## src/rtl/utils.sv

```systemverilog
// Shared helper functions used across the lab codebase.
package utils;

    // Number of bits needed to index 'value' entries (at least one bit).
    function automatic int clogb2(input int value);
        int result;
        result = 0;
        for (int i = 0; i < 31; i++) begin
            if ((1 << i) < value) begin
                result = i + 1;
            end
        end
        if (result < 1) begin
            result = 1;
        end
        return result;
    endfunction

endpackage

```

## src/rtl/voice_alloc_pkg.sv

```systemverilog
// Shared types for the voice allocator: FSM states, stamp width default and
// the scan candidate record with its "is this one better" comparison.
package voice_alloc_pkg;

    typedef enum logic [1:0] {
        IDLE,
        SCAN,
        ISSUE
    } alloc_state_t;

    // Default width of the allocation-order counter and per-voice stamps.
    localparam int STAMP_W_DEF = 16;

    // Widest voice index a candidate record can carry.
    localparam int IDX_W_MAX = 16;

    // A candidate found while scanning. Age is only meaningful for the steal
    // class; match/free candidates carry age 0 so the lowest index wins.
    typedef struct packed {
        logic                   valid;
        logic [IDX_W_MAX-1:0]   idx;
        logic [STAMP_W_DEF-1:0] age;
    } candidate_t;

    // A new candidate replaces the best only when strictly older, so ties
    // always stay with the lower voice index visited first.
    function automatic logic cand_better(input candidate_t cur, input candidate_t best);
        return cur.valid && (!best.valid || (cur.age > best.age));
    endfunction

endpackage

```

## src/rtl/voice_scan_cmp.sv

```systemverilog
// Per-voice classifier for the allocator scan. Each SCAN cycle it classifies
// the visited voice (match / free / steal) and folds it into the registered
// best candidate of each class. The *_found/*_idx outputs already include the
// voice being visited this cycle, so the top can decide on the last SCAN cycle.
// Steal tracking exists only when VOICE_ALLOC_STEAL_EN is defined.
module voice_scan_cmp
    import voice_alloc_pkg::*;
#(
    parameter int V_WIDTH = 7
`ifdef VOICE_ALLOC_STEAL_EN
  , parameter int STAMP_W = STAMP_W_DEF
`endif
) (
    input  logic               clk,
    input  logic               rst,
    input  logic               start,
    input  logic               visit,
    input  logic [V_WIDTH-1:0] idx,
    input  logic               gated,
    input  logic               free,
    input  logic [6:0]         slot_key,
    input  logic [6:0]         note_key,
`ifdef VOICE_ALLOC_STEAL_EN
    input  logic [STAMP_W-1:0] stamp,
    input  logic [STAMP_W-1:0] alloc_cnt,
    output logic [V_WIDTH-1:0] steal_idx,
`endif
    output logic               match_found,
    output logic [V_WIDTH-1:0] match_idx,
    output logic               free_found,
    output logic [V_WIDTH-1:0] free_idx
);

    candidate_t cur_match, cur_free;
    candidate_t best_match, best_free;
    candidate_t next_match, next_free;
`ifdef VOICE_ALLOC_STEAL_EN
    candidate_t cur_steal, best_steal, next_steal;
    logic [STAMP_W-1:0] age_raw;
`endif

    // Classify the visited voice and merge it with the running best per class.
    always_comb begin
        cur_match       = '0;
        cur_match.valid = visit && gated && (slot_key == note_key);
        cur_match.idx   = IDX_W_MAX'(idx);

        cur_free        = '0;
        cur_free.valid  = visit && free && !gated;
        cur_free.idx    = IDX_W_MAX'(idx);

        next_match = cand_better(cur_match, best_match) ? cur_match : best_match;
        next_free  = cand_better(cur_free, best_free) ? cur_free : best_free;

`ifdef VOICE_ALLOC_STEAL_EN
        age_raw         = alloc_cnt - stamp;
        cur_steal       = '0;
        cur_steal.valid = visit && !(free && !gated);
        cur_steal.idx   = IDX_W_MAX'(idx);
        cur_steal.age   = STAMP_W_DEF'(age_raw);
        next_steal = cand_better(cur_steal, best_steal) ? cur_steal : best_steal;
        steal_idx  = V_WIDTH'(next_steal.idx);
`endif

        match_found = next_match.valid;
        match_idx   = V_WIDTH'(next_match.idx);
        free_found  = next_free.valid;
        free_idx    = V_WIDTH'(next_free.idx);
    end

    // Best-candidate registers: cleared at scan start, updated on each visit.
    always_ff @(posedge clk or posedge rst) begin
        if (rst) begin
            best_match <= '0;
            best_free  <= '0;
`ifdef VOICE_ALLOC_STEAL_EN
            best_steal <= '0;
`endif
        end else if (start) begin
            best_match <= '0;
            best_free  <= '0;
`ifdef VOICE_ALLOC_STEAL_EN
            best_steal <= '0;
`endif
        end else if (visit) begin
            best_match <= next_match;
            best_free  <= next_free;
`ifdef VOICE_ALLOC_STEAL_EN
            best_steal <= next_steal;
`endif
        end
    end

endmodule

```

## src/rtl/voice_allocator.sv

```systemverilog
// Voice allocator between midi_decoder and synth_engine. Each accepted note
// event triggers a full scan of the voice pool (one voice per cycle); the
// result is issued one cycle after the scan ends. Note-on retriggers a voice
// already holding the key, else takes the lowest free voice, else (with
// VOICE_ALLOC_STEAL_EN defined) steals the oldest voice; without the macro a
// note-on that finds no voice raises alloc_full instead. Note-off releases
// the voice holding the key or raises off_note_error.
module voice_allocator
    import voice_alloc_pkg::*;
#(
    parameter int VOICES  = 128,
    parameter int V_WIDTH = utils::clogb2(VOICES),
    parameter int STAMP_W = STAMP_W_DEF
) (
    input  logic               CLOCK_25,
    input  logic               reset,
    input  logic               note_req,
    input  logic               note_on_req,
    input  logic [6:0]         note_key,
    input  logic [6:0]         note_vel,
    output logic               req_ready,
    input  logic [VOICES-1:0]  voice_free,
    output logic               alloc_valid,
    output logic               alloc_gate,
    output logic [V_WIDTH-1:0] alloc_voice,
    output logic [6:0]         alloc_key,
    output logic [6:0]         alloc_vel,
    output logic               alloc_stolen,
    output logic [VOICES-1:0]  keys_on,
    output logic [V_WIDTH:0]   active_keys,
    output logic               off_note_error,
    output logic               alloc_full
);

    if (STAMP_W < 1 || STAMP_W > STAMP_W_DEF || V_WIDTH > IDX_W_MAX) begin : g_cfg_check
        $error("voice_allocator: unsupported STAMP_W or V_WIDTH");
    end

    alloc_state_t       state, state_next;
    logic [V_WIDTH-1:0] scan_idx;
    logic               accept;
    logic               last_scan;

    logic               req_on;
    logic [6:0]         req_key;
    logic [6:0]         req_vel;
    logic [6:0]         slot_key [VOICES];

    logic               match_found;
    logic [V_WIDTH-1:0] match_idx;
    logic               free_found;
    logic [V_WIDTH-1:0] free_idx;

    logic               do_valid;
    logic               do_gate;
    logic               do_err;
    logic [V_WIDTH-1:0] target;
    logic [V_WIDTH:0]   key_count;

`ifdef VOICE_ALLOC_STEAL_EN
    logic [STAMP_W-1:0] stamp [VOICES];
    logic [STAMP_W-1:0] alloc_cnt;
    logic [V_WIDTH-1:0] steal_idx;
    logic               do_stolen;
`else
    logic               do_full;
`endif

    assign accept    = (state == IDLE) && note_req;
    assign last_scan = (state == SCAN) && (scan_idx == V_WIDTH'(VOICES - 1));

    voice_scan_cmp #(
        .V_WIDTH   (V_WIDTH)
`ifdef VOICE_ALLOC_STEAL_EN
      , .STAMP_W   (STAMP_W)
`endif
    ) u_scan (
        .clk         (CLOCK_25),
        .rst         (reset),
        .start       (accept),
        .visit       (state == SCAN),
        .idx         (scan_idx),
        .gated       (keys_on[scan_idx]),
        .free        (voice_free[scan_idx]),
        .slot_key    (slot_key[scan_idx]),
        .note_key    (req_key),
`ifdef VOICE_ALLOC_STEAL_EN
        .stamp       (stamp[scan_idx]),
        .alloc_cnt   (alloc_cnt),
        .steal_idx   (steal_idx),
`endif
        .match_found (match_found),
        .match_idx   (match_idx),
        .free_found  (free_found),
        .free_idx    (free_idx)
    );

    // State register.
    always_ff @(posedge CLOCK_25 or posedge reset) begin
        if (reset) begin
            state <= IDLE;
        end else begin
            state <= state_next;
        end
    end

    // Next-state logic; requests are only taken (and req_ready high) in IDLE.
    always_comb begin
        state_next = state;
        req_ready  = 1'b0;
        case (state)
            IDLE: begin
                req_ready = 1'b1;
                if (note_req) begin
                    state_next = SCAN;
                end
            end
            SCAN: begin
                if (last_scan) begin
                    state_next = ISSUE;
                end
            end
            ISSUE: begin
                state_next = IDLE;
            end
            default: begin
                state_next = IDLE;
            end
        endcase
    end

    // Latch the request at acceptance and step the scan index through the pool.
    always_ff @(posedge CLOCK_25 or posedge reset) begin
        if (reset) begin
            req_on   <= 1'b0;
            req_key  <= '0;
            req_vel  <= '0;
            scan_idx <= '0;
        end else if (accept) begin
            req_on   <= note_on_req;
            req_key  <= note_key;
            req_vel  <= note_vel;
            scan_idx <= '0;
        end else if (state == SCAN) begin
            scan_idx <= last_scan ? '0 : scan_idx + 1'b1;
        end
    end

    // Final decision on the last scan cycle using candidates that include it.
    always_comb begin
        do_valid = 1'b0;
        do_gate  = 1'b0;
        do_err   = 1'b0;
        target   = '0;
`ifdef VOICE_ALLOC_STEAL_EN
        do_stolen = 1'b0;
`else
        do_full   = 1'b0;
`endif
        if (last_scan) begin
            if (req_on) begin
                if (match_found) begin
                    do_valid = 1'b1;
                    do_gate  = 1'b1;
                    target   = match_idx;
                end else if (free_found) begin
                    do_valid = 1'b1;
                    do_gate  = 1'b1;
                    target   = free_idx;
                end else begin
`ifdef VOICE_ALLOC_STEAL_EN
                    do_valid  = 1'b1;
                    do_gate   = 1'b1;
                    do_stolen = 1'b1;
                    target    = steal_idx;
`else
                    do_full   = 1'b1;
`endif
                end
            end else if (match_found) begin
                do_valid = 1'b1;
                target   = match_idx;
            end else begin
                do_err = 1'b1;
            end
        end
    end

    // Result outputs: strobes live for the ISSUE cycle, fields hold between events.
    always_ff @(posedge CLOCK_25 or posedge reset) begin
        if (reset) begin
            alloc_valid    <= 1'b0;
            off_note_error <= 1'b0;
            alloc_gate     <= 1'b0;
            alloc_voice    <= '0;
            alloc_key      <= '0;
            alloc_vel      <= '0;
`ifdef VOICE_ALLOC_STEAL_EN
            alloc_stolen   <= 1'b0;
`else
            alloc_full     <= 1'b0;
`endif
        end else begin
            alloc_valid    <= do_valid;
            off_note_error <= do_err;
`ifndef VOICE_ALLOC_STEAL_EN
            alloc_full     <= do_full;
`endif
            if (do_valid) begin
                alloc_gate  <= do_gate;
                alloc_voice <= target;
                alloc_key   <= req_key;
                alloc_vel   <= req_vel;
`ifdef VOICE_ALLOC_STEAL_EN
                alloc_stolen <= do_stolen;
`endif
            end
        end
    end

`ifdef VOICE_ALLOC_STEAL_EN
    assign alloc_full = 1'b0;
`else
    assign alloc_stolen = 1'b0;
`endif

    // Per-voice gate, key slot and allocation stamp, updated when a result issues.
    always_ff @(posedge CLOCK_25 or posedge reset) begin
        if (reset) begin
            keys_on <= '0;
            for (int i = 0; i < VOICES; i++) begin
                slot_key[i] <= '0;
`ifdef VOICE_ALLOC_STEAL_EN
                stamp[i]    <= '0;
`endif
            end
`ifdef VOICE_ALLOC_STEAL_EN
            alloc_cnt <= '0;
`endif
        end else if (do_valid) begin
            if (do_gate) begin
                keys_on[target]  <= 1'b1;
                slot_key[target] <= req_key;
`ifdef VOICE_ALLOC_STEAL_EN
                stamp[target]    <= alloc_cnt;
                alloc_cnt        <= alloc_cnt + 1'b1;
`endif
            end else begin
                keys_on[target] <= 1'b0;
            end
        end
    end

    // Population count of the gate bitmap.
    always_comb begin
        key_count = '0;
        for (int i = 0; i < VOICES; i++) begin
            key_count = key_count + (V_WIDTH + 1)'(keys_on[i]);
        end
    end

    // Registered active key count, one cycle behind keys_on.
    always_ff @(posedge CLOCK_25 or posedge reset) begin
        if (reset) begin
            active_keys <= '0;
        end else begin
            active_keys <= key_count;
        end
    end

endmodule

```

## config.mk

```make
export PLATFORM = sky130hd
export DESIGN_NAME = voice_allocator
export DESIGN_NICKNAME = d
export VERILOG_FILES = /design/src/rtl/utils.sv /design/src/rtl/voice_alloc_pkg.sv /design/src/rtl/voice_scan_cmp.sv /design/src/rtl/voice_allocator.sv
export SDC_FILE = /design/constraint.sdc
export NUM_CORES = 2
export LEC_CHECK = 0
export CORE_AREA = 2 2 338 373
export DETAILED_ROUTE_END_ITERATION = 12
export DIE_AREA = 0 0 340 375
export PLACE_DENSITY = 0.75
export SETUP_SLACK_MARGIN = 0.3
export SKIP_LAST_GASP = 1
export SLEW_MARGIN = 20
export SYNTH_ARGS = -nofsm -noshare
export SYNTH_HDL_FRONTEND = slang
export SYNTH_SLANG_ARGS = --single-unit
```

## constraint.sdc

```tcl
create_clock -name CLOCK_25 -period 37.7 [get_ports CLOCK_25]
set_clock_uncertainty 0.2 [all_clocks]
set_input_delay 3.77 -clock CLOCK_25 [delete_from_list [all_inputs] [get_ports CLOCK_25]]
set_output_delay 3.77 -clock CLOCK_25 [all_outputs]
set_load 0.02 [all_outputs]
```

# Yosys cells after proc, flatten, opt, wreduce, memory -nomap -nowiden
# Cells that the tools add are included.
dict set report classes {
  n_eq_ne 5
  muxes 45
  magnitude_cmp 8
  addsub 128
  reduce_logical 23
  n_bitwise 5
}
# operator count
set op_table {}
lappend op_table {{$add A8 B1 Y8} 120}
lappend op_table {{$bwmux W896} 1}
lappend op_table {{$mux W33} 6}
lappend op_table {{$and A128 B128 Y128} 1}
lappend op_table {{$mux W128} 1}
lappend op_table {{$not A128 Y128} 1}
lappend op_table {{$or A128 B128 Y128} 1}
lappend op_table {{$mux W7} 11}
lappend op_table {{$bmux W7 S7} 1}
lappend op_table {{$demux W7 S7} 1}
lappend op_table {{$gt A1 B16 Y1 const A} 2}
lappend op_table {{$mux W1} 18}
lappend op_table {{$ge A8 B8 Y1 const B} 2}
lappend op_table {{$lt A7 B8 Y1 const B} 2}
lappend op_table {{$not A7 Y8} 2}
lappend op_table {{$bmux W1 S7} 2}
lappend op_table {{$logic_and A1 B1 Y1} 10}
lappend op_table {{$add A7 B1 Y8} 1}
lappend op_table {{$lt A8 B1 Y1 const B} 1}
lappend op_table {{$reduce_and A2 Y1} 4}
lappend op_table {{$add A6 B1 Y7} 1}
lappend op_table {{$add A7 B1 Y7 const B} 1}
lappend op_table {{$demux W1 S7} 1}
lappend op_table {{$eq A7 B7 Y1} 1}
lappend op_table {{other kinds (15)} 22}
dict set report word_totals {
  reg_bits 1129
  out_inout_bits 163
  input_bits 146
  word_cells 362
}

# Longest topological paths before layout
dict set report depth {
  depth_word 127
  mapped_depth 26
  depth_no_buf 26
}

# Modules after synthesis
# A second synthesis with hierarchy kept.
dict set report unflattened {
  cells_unflattened 4500
  area_unflattened_um2 55687.2
}
# module seq_area_each_um2 area_each_um2 cells_per_inst instances
set modules_own_cells {}
lappend modules_own_cells {voice_allocator 27050.9 54738.7 4421 1}
lappend modules_own_cells {voice_scan_cmp 400.4 948.4 79 1}

# Worst setup path before layout
# OpenSTA, ideal clock, no wires.
dict set report synth_timing {
  path_type {input to register}
  start {in voice_free[39]}
  end {reg slot_key[392] in the netlist's numbering}
  t_arrival_ps 7070
  required_time_ps 37375
  setup_time_ps 125
  path_buffers 1
  path_slack_ps 30305
  cell_stages 13
  path_cell_list {mux4_2 a22oi_1 a21boi_0 nor4_1 or3_1 o2bb2ai_2 a22oi_1 o21ai_0 or2_2 buf_2 nor4_2 nand2_2 mux2_2}
}
dict set report synth_between {
  elab_chain_len 16
  elab_cells_between_ends 24
  cone_classes {order compare: 2; mux: 16; bitwise: 1; reduce/logical: 5}
}
# element line
set synth_rtl {}
lappend synth_rtl {{start: declaration} voice_allocator.sv:22} ;# input logic [VOICES-1:0] voice_free,
lappend synth_rtl {{$bmux W1 S7 *} voice_allocator.sv:84} ;# .free (voice_free[scan_idx]),
lappend synth_rtl {{$mux W1 (implied by the code) *} voice_allocator.sv:84}
lappend synth_rtl {{$logic_and A1 B1 Y1 * (2 in series)} voice_scan_cmp.sv:49} ;# cur_free.valid = visit && free && !gated;
lappend synth_rtl {{$logic_and A1 B1 Y1} voice_alloc_pkg.sv:28} ;# return cur.valid && (!best.valid || (cur.age > best.age));
lappend synth_rtl {{$mux W33 *} voice_scan_cmp.sv:53} ;# next_free = cand_better(cur_free, best_free) ? cur_free : best_free;
lappend synth_rtl {{$mux W7} voice_allocator.sv:166} ;# end else if (free_found) begin
lappend synth_rtl {{$mux W7} voice_allocator.sv:162} ;# if (match_found) begin
lappend synth_rtl {{$mux W7} voice_allocator.sv:161} ;# if (req_on) begin
lappend synth_rtl {{$mux W7} voice_allocator.sv:160} ;# if (last_scan) begin
lappend synth_rtl {{$not A7 Y8 (implied by the code)} voice_allocator.sv:243} ;# slot_key[target] <= req_key;
lappend synth_rtl {{$ge A8 B8 Y1 (implied by the code) / $lt A8 B1 Y1 (equally long branches)} voice_allocator.sv:243}
lappend synth_rtl {{$logic_and A1 B1 Y1 (implied by the code)} voice_allocator.sv:243}
lappend synth_rtl {{$mux W7 (implied by the code)} voice_allocator.sv:243}
lappend synth_rtl {{$demux W7 S7} voice_allocator.sv:243}
lappend synth_rtl {{$bwmux W896} voice_allocator.sv:243}
lappend synth_rtl {{end signal: indexed assignment} voice_allocator.sv:243}
lappend synth_rtl {{end: declaration} voice_allocator.sv:47} ;# logic [6:0] slot_key [VOICES];
# Mark *: on every way between the ends. The rest lies on a longest branch, timed or not. The select of a mux whose other input is x is not followed.
# A chain may end at the register's enable or synchronous reset.

# Worst setup path after layout
dict set report layout_timing {
  start {reg scan_idx[2]}
  end {reg slot_key[272] in the netlist's numbering}
}
dict set report layout_between {
  elab_chain_len 17
  elab_cells_between_ends 40
  cone_classes {order compare: 2; eq/ne: 2; mux: 24; bitwise: 2; reduce/logical: 10}
}
# element line
set layout_rtl {}
lappend layout_rtl {{start: declaration} voice_allocator.sv:40} ;# logic [V_WIDTH-1:0] scan_idx;
lappend layout_rtl {{start signal: assignment} voice_allocator.sv:145} ;# scan_idx <= last_scan ? '0 : scan_idx + 1'b1;
lappend layout_rtl {{$not A7 Y8 (implied by the code)} voice_allocator.sv:85} ;# .slot_key (slot_key[scan_idx]),
lappend layout_rtl {{$bmux W7 S7} voice_allocator.sv:85}
lappend layout_rtl {{$mux W7 (implied by the code) (2 in series)} voice_allocator.sv:85}
lappend layout_rtl {{$eq A7 B7 Y1} voice_scan_cmp.sv:45} ;# cur_match.valid = visit && gated && (slot_key == note_key);
lappend layout_rtl {{$logic_and A1 B1 Y1} voice_scan_cmp.sv:45}
lappend layout_rtl {{$logic_and A1 B1 Y1} voice_alloc_pkg.sv:28}
lappend layout_rtl {{$mux W33} voice_scan_cmp.sv:52} ;# next_match = cand_better(cur_match, best_match) ? cur_match : best_match;
lappend layout_rtl {{$mux W7 (on tied branches)} {voice_allocator.sv:180, voice_allocator.sv:162}}
lappend layout_rtl {{$mux W7} voice_allocator.sv:161}
lappend layout_rtl {{$mux W7} voice_allocator.sv:160}
lappend layout_rtl {{$not A7 Y8 (implied by the code)} voice_allocator.sv:243}
lappend layout_rtl {{$ge A8 B8 Y1 (implied by the code) / $lt A8 B1 Y1 (equally long branches)} voice_allocator.sv:243}
lappend layout_rtl {{$logic_and A1 B1 Y1 (implied by the code)} voice_allocator.sv:243}
lappend layout_rtl {{$mux W7 (implied by the code)} voice_allocator.sv:243}
lappend layout_rtl {{$demux W7 S7} voice_allocator.sv:243}
lappend layout_rtl {{$bwmux W896} voice_allocator.sv:243}
# Parallel ways exist; a longest one is shown, timed or not. The select of a mux whose other input is x is not followed.

==> flow_metrics.tcl <==
set metrics [dict create \
    yosysTopAreaCellShare_pct 49.7 \
    clockBufferDepth 3 \
    synthFlopType "dfrtp_1" \
    io_pins 309 \
    clk_latency_ns 0.75 \
    synth_common_cells "dfrtp_1 (1,097), mux2_2 (886), nand2_1 (391)" \
    setup-tns-final_ns 0 \
    grt_pass1_vias 39228 \
    place.gp.congestion 1.02 \
    drtAntennaViolNets 0 \
    hold_start "alloc_vel[6]" \
    fmax_ghz 0.0984 \
    dp_hpwl_mm 131 \
    area_growth_pct 15.1 \
    synthAdderAreaFrac_pct 4.75 \
    fp.dieH_um 375 \
    drive_gt1_share_pct 31.3 \
    top_layer "met5" \
    yosys.area_share.simple_pct 5.92 \
    rsz0062_at_grt "no" \
    cpPeakStageDelay_ns 1.05 \
    ys_seq_area_share_pct 49.7 \
    synth_cell_type_count 80 \
    wl_met3_mm 24.9 \
    syn_avg_cell_area_sq_um 13.1 \
    path_class "register to register" \
    via_per_inst 6.34 \
    cp_slowest_cell "dfrtp_4" \
    timing.rr.end "slot_key[272]" \
    synth_warnings 0 \
    yosys.cell_count.top_type "dfrtp_1" \
    vias 39355 \
    cp_cell_sequence "buf_4 -> buf_4 -> nor2_1 -> a22oi_1 -> a21oi_1 -> o311ai_0 -> mux2i_1 -> a2111o_1 -> nor4b_2 -> nand2_1 -> o311a_1 -> buf_4 -> nor4_2 -> nand2_1 -> mux2_2" \
    vdd_ir_drop_max_mv 0.0467 \
    placed_cell_area_sq_um 59900 \
    setup.worst_path.start_class "register" \
    die-area_sq_um 128000 \
    cts_setup_buffers 0 \
    portBuffers 307 \
    cp.required_ns 38.12 \
    wl_met1_mm 71.6 \
    tightest_slew_ns 1.29 \
    leakagePower_nw 31.1 \
    synth-seq-cells 1097 \
    drt-initial-drc-count 4776 \
    cp_max_fo 53 \
    coreArea_sq_um 124000 \
    drt-total-wl_mm 191 \
    met2_length_mm 81.9 \
    grt_pass1_wl_mm 275 \
    numCtsBuffers 109 \
    wl_per_cell_um 30.8 \
    synth-edff-count 0 \
    finalSetupViolations 0 \
    endpoint_kind "register" \
    max_cap_violations 0 \
    syn_area_sq_um 55300 \
    final_cell_area_sq_um 63600 \
    synth_fp_nets 4510 \
    cts_resized 0 \
    ctsHtreeMaxLevel 3 \
    hp-class "register to register" \
    power.density_nw_per_um2 54.0 \
    grt_overflow 0 \
    multi_input_area_sq_um 25800 \
    critPathTopFamily "compound AO/OA/AOI/OAI gates" \
    row_count 136 \
    route.detailed.drc 0 \
    synth_top_family_by_area "multiplexers" \
    seq_area_sq_um 27500 \
    async_flop_share_pct 100 \
    cts-root-buf "clkbuf_16" \
    crit_top_cell "buf_4" \
    final_hold_viol_count 0 \
    crit_buf_inv 3 \
    synth_xor_area_share_pct 0.412 \
    finalMaxSlewViolations 0 \
    status "finished, final reports clean" \
    path_clk_slew_ns 0.07 \
    ctsHoldBuffers 0 \
    synth_area_leader_cell "dfrtp_1" \
    clock-sinks 1097 \
    period_share_pct 27.0 \
    synthTopCellsByArea "dfrtp_1 (50%), mux2_2 (18%), mux4_2 (6.8%)" \
    cts_tree "yes" \
    grt_usage_pct 29.6 \
    whs_path_depth 2 \
    regToRegSetupSlack_ns 27.54 \
    synth_mux_area_share_pct 30.1 \
    layout.nets 4722 \
    fill_cells 10443 \
    grt_max_degree 170 \
    die_w_um 340 \
    reg2reg_depth 15 \
    start_util_pct 44.6 \
    whs_ns 0.275 \
    fin_util_pct 51.3 \
    reg2reg_from "scan_idx[2]" \
    min_period_ns 10.16 \
    maxSlewHeadroom_pct 13.8 \
    antenna_found_initial 23 \
    synth-compound-area-share_pct 5.30 \
    firstDrtPassIters 9 \
    worst-endpoint-arrival_ns 10.59 \
    holdPathEnd "alloc_vel[6]" \
    synthCells 4223 \
]
[tightest hold or removal path, delay by kind of cell, from the launching register on]
family	cells	cell delay, ns
AND/OR/NAND/NOR	2	0.10
flip-flops	1	0.34
[power breakdown]
group | switching (mW) | internal (mW)
Clock | 0.491 | 0.614
Combinational | 0.737 | 0.330
Sequential | 0.0715 | 1.19
Total | 1.30 | 2.14
[per-layer routing]
layer	up-vias	track usage [%]
li1	15607	-
met1	20408	38.1
met2	2655	42.5
met3	665	11.6
met4	20	16.6
met5	-	0.379
[cell usage in the layout, fill, tap and decap left out, types with 11 or more instances in the layout]
cell / Yosys / final
clkbuf_8: 0 / 21
diode_2: 0 / 26
fa_1: 115 / 115
nor2b_1: 19 / 12
buf_4: 23 / 84
nor4_2: 14 / 11
o211ai_1: 12 / 12
xor2_1: 15 / 15
nand3_1: 53 / 53
nor2_1: 55 / 52
a22oi_1: 128 / 128
and2_1: 15 / 15
inv_1: 194 / 193
xnor2_1: 11 / 11
mux2i_1: 270 / 270
nand4_1: 20 / 20
mux2_1: 17 / 17
mux2_2: 886 / 886
clkbuf_1: 188 / 29
ha_1: 26 / 26
clkdlybuf4s50_1: 0 / 307
nand2_2: 39 / 39
o21ai_0: 155 / 155
nand2_1: 391 / 391
clkbuf_16: 0 / 109
dfrtp_1: 1097 / 1085
a21oi_1: 44 / 44
mux4_2: 167 / 167
clkinv_2: 0 / 24
a22o_1: 11 / 11
[cells by family after synthesis]
group                    Yosys count
AO/OA/AOI/OAI                    444
XOR/XNOR                          26
other                              1
flip-flops                      1097
buffers and inverters            494
adder cells (fa/ha/maj)          141
multiplexers                    1340
AND/OR/NAND/NOR                  680
[area by class of cell]
class	count	share of cell area [%]
Multi-Input combinational cell	2632	40.6
Clock buffer	159	4.91
Clock inverter	43	0.755
Timing Repair Buffer	397	6.01
Tap cell	1656	3.26
Sequential cell	1097	43.2
Inverter	198	1.18
Antenna cell	26	0.102
[worst max-delay path by stage]
| stage | from | to | slack, ns | cells after the start |
|---|---|---|---|---|
| after global routing | scan_idx[2] | slot_key[257] | 27.48 | 15 |
| final | scan_idx[2] | slot_key[272] | 27.54 | 15 |
| after detailed placement | voice_free[31] | slot_key[875] | 27.59 | 14 |
| after global placement | voice_free[31] | slot_key[598] | 27.29 | 15 |
| after CTS | scan_idx[2] | slot_key[598] | 28.20 | 14 |
| after floorplan | reset | async pin | 2.84 | 1 |
[metrics by stage]
step / total power [mW] / std cells / worst slack, ns
after floorplan: 1.91 / 4223 / 2.84
after global placement: 2.29 / 5979 / 27.29
after detailed placement: 2.30 / 5979 / 27.59
after CTS: 3.40 / 6181 / 28.20
after global routing: 3.51 / 6182 / 27.48
final: 3.43 / 6208 / 27.54
(Power assumes the default switching activity.)
